## config.mk

```make
export PLATFORM = sky130hd
export DESIGN_NAME = prog_loader
export DESIGN_NICKNAME = d
export VERILOG_FILES = /design/src/rtl/prog_loader.sv
export SDC_FILE = /design/constraint.sdc
export NUM_CORES = 1
export LEC_CHECK = 0
export CAP_MARGIN = 10
export CORE_MARGIN = 2
export CORE_UTILIZATION = 36
export CTS_BUF_LIST = sky130_fd_sc_hd__clkbuf_8
export DETAILED_ROUTE_END_ITERATION = 10
export HOLD_SLACK_MARGIN = 0.02
export PLACE_DENSITY = 0.53
export SETUP_SLACK_MARGIN = 0.05
export SLEW_MARGIN = 20
export SYNTH_ARGS = -nofsm -noshare
export SYNTH_HDL_FRONTEND = slang
export SYNTH_SLANG_ARGS = --single-unit
```

## constraint.sdc

```tcl
create_clock -name clk -period 2.6 [get_ports clk]
set_input_delay 0.52 -clock clk [delete_from_list [all_inputs] [get_ports clk]]
set_output_delay 0.52 -clock clk [all_outputs]
set_load 0.02 [all_outputs]
```

## src/rtl/prog_loader.sv

```systemverilog
// rtl/prog_loader.sv - UART-fed byte loader with command FSM and fall-through FIFO
module prog_loader #(
   parameter int DEPTH          = 16,
   parameter int TIMEOUT_CYCLES = 5000000
) (
   input  logic       clk,
   input  logic       rst,
   input  logic [7:0] rx_data,
   input  logic       rx_valid,
   input  logic       byte_done,
   output logic [7:0] data_out,
   output logic       mode,
   output logic       en,
   output logic       fifo_full,
   output logic       fifo_empty,
   output logic       err,
   output logic       busy
);

   localparam int AW = $clog2(DEPTH);
   localparam int TW = $clog2(TIMEOUT_CYCLES + 1);

   localparam logic [7:0]    CMD_PROG   = 8'h50;
   localparam logic [7:0]    CMD_VERIFY = 8'h56;
   localparam logic [7:0]    CMD_STOP   = 8'h53;
   localparam logic [TW-1:0] TMO_LIMIT  = TW'(TIMEOUT_CYCLES);
   localparam logic [AW:0]   OCC_FULL   = (AW+1)'(DEPTH);

   typedef enum logic [2:0] {
      IDLE,
      GET_LEN,
      LOAD,
      DRAIN,
      VERIFY
   } state_t;

   state_t        state, state_n;
   logic [7:0]    mem [DEPTH];
   logic [AW-1:0] wr_ptr, rd_ptr;
   logic [AW:0]   occ, occ_n;
   logic [8:0]    count, count_n;
   logic [TW-1:0] tmo, tmo_n;
   logic          err_n, mode_n, en_n, busy_n;
   logic          push_req, push, pop, flush;

   // status and head byte decoded straight from the FIFO registers
   assign fifo_empty = (occ == '0);
   assign fifo_full  = (occ == OCC_FULL);
   assign data_out   = mem[rd_ptr];

   // next-state, FIFO control and next registered-output decode
   always_comb begin
      state_n  = state;
      count_n  = count;
      tmo_n    = tmo;
      err_n    = err;
      flush    = 1'b0;
      push_req = 1'b0;
      push     = 1'b0;
      pop      = 1'b0;
      occ_n    = occ;
      mode_n   = 1'b0;
      en_n     = 1'b0;
      busy_n   = 1'b0;

      // any received byte restarts the idle-gap measurement
      if (rx_valid) begin
         tmo_n = '0;
      end

      case (state)
         IDLE: begin
            if (rx_valid) begin
               if (rx_data == CMD_PROG) begin
                  state_n = GET_LEN;
                  err_n   = 1'b0;
               end else if (rx_data == CMD_VERIFY) begin
                  state_n = VERIFY;
                  err_n   = 1'b0;
               end else begin
                  err_n = 1'b1;
               end
            end
         end
         GET_LEN: begin
            if (rx_valid) begin
               // a length byte of zero stands for a full 256-byte block
               count_n = (rx_data == 8'h00) ? 9'd256 : {1'b0, rx_data};
               tmo_n   = '0;
               state_n = LOAD;
            end
         end
         LOAD: begin
            if (tmo == TMO_LIMIT) begin
               // sender went quiet: abandon the block and everything buffered
               err_n   = 1'b1;
               flush   = 1'b1;
               tmo_n   = '0;
               state_n = IDLE;
            end else if (rx_valid) begin
               push_req = 1'b1;
               count_n  = count - 9'd1;
               if (count == 9'd1) begin
                  state_n = DRAIN;
               end
            end else begin
               tmo_n = tmo + TW'(1);
            end
         end
         DRAIN: begin
            if (fifo_empty) begin
               state_n = IDLE;
            end
         end
         VERIFY: begin
            if (rx_valid && (rx_data == CMD_STOP)) begin
               state_n = IDLE;
            end
         end
         default: begin
            state_n = IDLE;
         end
      endcase

      // a pop frees a slot in the same cycle, so push at full succeeds alongside it
      pop  = byte_done && !fifo_empty && !flush;
      push = push_req && (!fifo_full || pop);
      if (push_req && fifo_full && !pop) begin
         err_n = 1'b1;
      end

      if (flush) begin
         occ_n = '0;
      end else if (push && !pop) begin
         occ_n = occ + (AW+1)'(1);
      end else if (pop && !push) begin
         occ_n = occ - (AW+1)'(1);
      end

      // outputs are registered, so they are decoded from the state being entered
      busy_n = (state_n != IDLE);
      mode_n = (state_n == LOAD) || (state_n == DRAIN);
      if (state_n == VERIFY) begin
         en_n = 1'b1;
      end else if (mode_n) begin
         en_n = (occ_n != '0);
      end
   end

   // state, pointers, counters and registered outputs
   always_ff @(posedge clk) begin
      if (!rst) begin
         state  <= IDLE;
         wr_ptr <= '0;
         rd_ptr <= '0;
         occ    <= '0;
         count  <= '0;
         tmo    <= '0;
         mode   <= 1'b0;
         en     <= 1'b0;
         err    <= 1'b0;
         busy   <= 1'b0;
      end else begin
         state <= state_n;
         count <= count_n;
         tmo   <= tmo_n;
         occ   <= occ_n;
         mode  <= mode_n;
         en    <= en_n;
         err   <= err_n;
         busy  <= busy_n;
         if (flush) begin
            wr_ptr <= '0;
            rd_ptr <= '0;
         end else begin
            if (push) begin
               wr_ptr <= wr_ptr + AW'(1);
            end
            if (pop) begin
               rd_ptr <= rd_ptr + AW'(1);
            end
         end
      end
   end

   // FIFO storage; contents are qualified by occupancy so no reset is needed
   always_ff @(posedge clk) begin
      if (push) begin
         mem[wr_ptr] <= rx_data;
      end
   end

endmodule

```

==> summary.txt <==
Finish
  – Layout cell share with drive strength beyond 1: 24.4%
  – Final #Nets: ~670
  – Finished Layout Cells: ~940
  – Design Area, Final: 9560 um2
  – Diodes inserted: 0
  – Synthesis-to-layout area growth: 19.1%

Setup path
  – CP startpoint kind: flip-flop
  – Critical Path RT: 2080 ps
  – R2r endpoint: mem[3][0]
  – Crit path max fanout: 11
  – R2R Setup Slk: 170 ps
  – CP Capture Type: primary output
  – Data arrival, critical path: between 2000 and 2500 ps
  – Worst r2r path cells: 9
  – WS Path Type: flip-flop to primary output
  – Worst reg2reg startpoint: tmo[0]

Floorplanning
  – Core Footprint: 21800 um2
  – Initial core utilization: 36.8%
  – Io pins: 26
  – Die Ht: 153 um
  – Die footprint: 23500 um2
  – Die Wd: approximately 150 um
  – FP Rows: 54

Place
  – Inst Count DP: 910
  – Dpl hpwl: 12500 um
  – Placed Instance Area: 9170 um2
  – Pre-CTS WS: -490 ps
  – PortBufs: 25
  – Placer Congestion: 0.817

STA
  – Final worst slack: -180 ps
  – Setup violators final: 8
  – Worst-margin pin slew: 654 ps
  – Fin. Hold Viols: 0
  – RSZ-0062 raised after global routing: yes
  – Fin crit period: roughly 2800 ps
  – Slew headroom: between 50% and 60%
  – Period utilization: 107%
  – Final setup skew: 13.5 ps
  – Setup_tns: -1160 ps
  – Slew Limit Fails: 0
  – Fmax: 0.360 GHz

Yosys
  – Synth cell types: 61
  – Post-synth top cells: edfxtp_1, dfxtp_1, nor2_1
  – Syn nets: 603
  – Synth Cell Area: 8030 um2
  – #FFs+latches synth: between 150 and 200
  – Cells after Synth: 579
  – Ranking of synthesized cells by area: edfxtp_1, dfxtp_1, mux4_2, nor2_1, ha_1
  – Mean post-synth cell area: 13.9 um2
  – Yosys top cell area share: a little under half
  – Main flop type after synthesis: edfxtp_1
  – Synth Warn #: 0
  – Post-synth top area cell: edfxtp_1
  – Sequential area share after synthesis: roughly three fifths
  – Post-synth ARST share: 0%
  – Most common cell in the netlist: edfxtp_1
  – EDFF count, synth: 128

CTS
  – Clk_lat worst skew: 470 ps
  – CTS root buf: clkbuf_8
  – CTS tree: yes
  – Hold-fix buffers, CTS: 0
  – Htree depth: 4
  – Longest Clk Path Bufs: 2
  – Worst-path clk slew: roughly 100 ps
  – TritonCTS buffer count: 17
  – CTS sink cnt: 184

Global route
  – GR Overflow Total: 0
  – Largest net degree at the start of global routing: 33
  – Initial antenna violation count: 0
  – Wire length of the first global-routing pass: 28800 um
  – Global Route Usage Sum: 16.1%
  – Vias in the first global route: between 5000 and 6000

Hold path
  – Hold Path Cell Cnt: 2
  – HP Start: count[7]
  – Min-Delay Path Class: flip-flop to flip-flop
  – Worst Hold Endpoint: count[7]

Pwr
  – Pwr Density: a little over 700 nW/um2
  – Total power draw: between 6000 and 7000 uW
  – Peak VDD IR: around 0.44 mV
  – Pleak: 0.00312 uW

Detailed routing
  – DRT Wirelength: 18200 um
  – Detailed-route via count: around 5000
  – Drt via density: 5.30
  – Residual DRC: 0
  – First drt pass iteration count: 5
  – Post-detailed-route wirelength per cell: 19.3 um
  – DRT iter0 DRCs: 313
  – Antenna-violating nets left: 0

Run status
  – Failing checks: negative setup slack
  – Status: finished, violations left

Run
  – Max-Cap Viols: 0
==> layer usage <==
| metal | vias to the layer above | global-route usage (%) | part of all wire (%) |
|---|---|---|---|
| met1 | 2525 | 20.9 | 45 |
| met3 | 12 | 3.26 | 3.4 |
| met5 | - | 0 | 0 |
| met2 | 91 | 27.5 | 51 |
| met4 | 0 | 4.28 | 0.94 |
| li1 | 2374 | - | - |
==> sequential cells by signal (all words and copies together), names as in the netlist, named ones only <==
| register | flops |
|---|---|
| rd_ptr | 4 |
| occ | 5 |
| state | 3 |
| count | 9 |
| tmo | 23 |
| busy | 1 |
| mem | 128 |
| en | 1 |
| err | 1 |
| wr_ptr | 4 |
| mode | 1 |
==> power by group <==
group / internal, uW / leakage [uW] / switching [uW]
combinational: 844 / 0.00134 / 815
sequential: 3190 / 0.00160 / 70.4
clock: 697 / 0.000175 / 1120
==> layout by cell type, fill, tap and decap left out, types with 10 or more instances in the layout <==
cell type	count
ha_1	12
inv_1	13
xor2_1	14
edfxtp_1	128
nand2_1	38
nor3_1	12
nor2_1	55
dfxtp_1	53
and3_1	22
a21oi_1	22
nand4_1	12
o21ai_0	18
nand3_1	10
buf_4	36
mux4_2	40
clkdlybuf4s50_1	15
clkbuf_8	17
buf_12	21
==> final cells by class <==
cell class	count	area [um2]
Fill cell	1985	12300
Multi-Input combinational cell	351	2910
Timing Repair Buffer	82	913
Tap cell	280	350
Clock buffer	17	234
Sequential cell	184	4970
Clock inverter	15	131
Inverter	14	52.6
==> through the flow <==
step | util (%) | hold WS [ps]
final | 43.8 | 474
after global routing | 43.8 | 482
after CTS | 43.9 | 477
after detailed placement | 42.0 | 462
after global placement | 42.0 | 447
after floorplan | - | 437
==> how the worst max path moves through the flow <==
stage | start | endpoint | depth (start not counted)
global route | flip-flop | data_out[5] | 4
detailed placement | rx_data[7] | en | 8
floorplan | occ[0] | mem[10][0] | 7
finish | flip-flop | data_out[5] | 4
CTS | flip-flop | data_out[1] | 5
global placement | rx_data[7] | en | 8
==> worst max-delay path: stages, from the launching register on <==
cell	delay, ps
dfxtp_4	400
buf_12	170
mux4_2	560
mux4_2	490
buf_2	180
==> logic make-up (layout without fill, tap and decap cells) <==
group,count (synthesis),after routing,synth area share (%)
compound gates,84,84,7.44
xor+xnor,22,22,2.40
fa+ha+maj,12,12,1.87
buf+inv,44,128,2.40
flops,184,184,61.9
mux,43,43,11.6
simple gates,190,190,12.4
==> what timing repair did <==
item | CTS | global route
pin swaps | 0 | 2
resized for setup | 46 | 8
gates cloned | 1 | 0
buffers inserted | 1 | 0
endpoints found under the setup margin | 12 | 13
No activity file was read; power rests on OpenSTA's default activity.
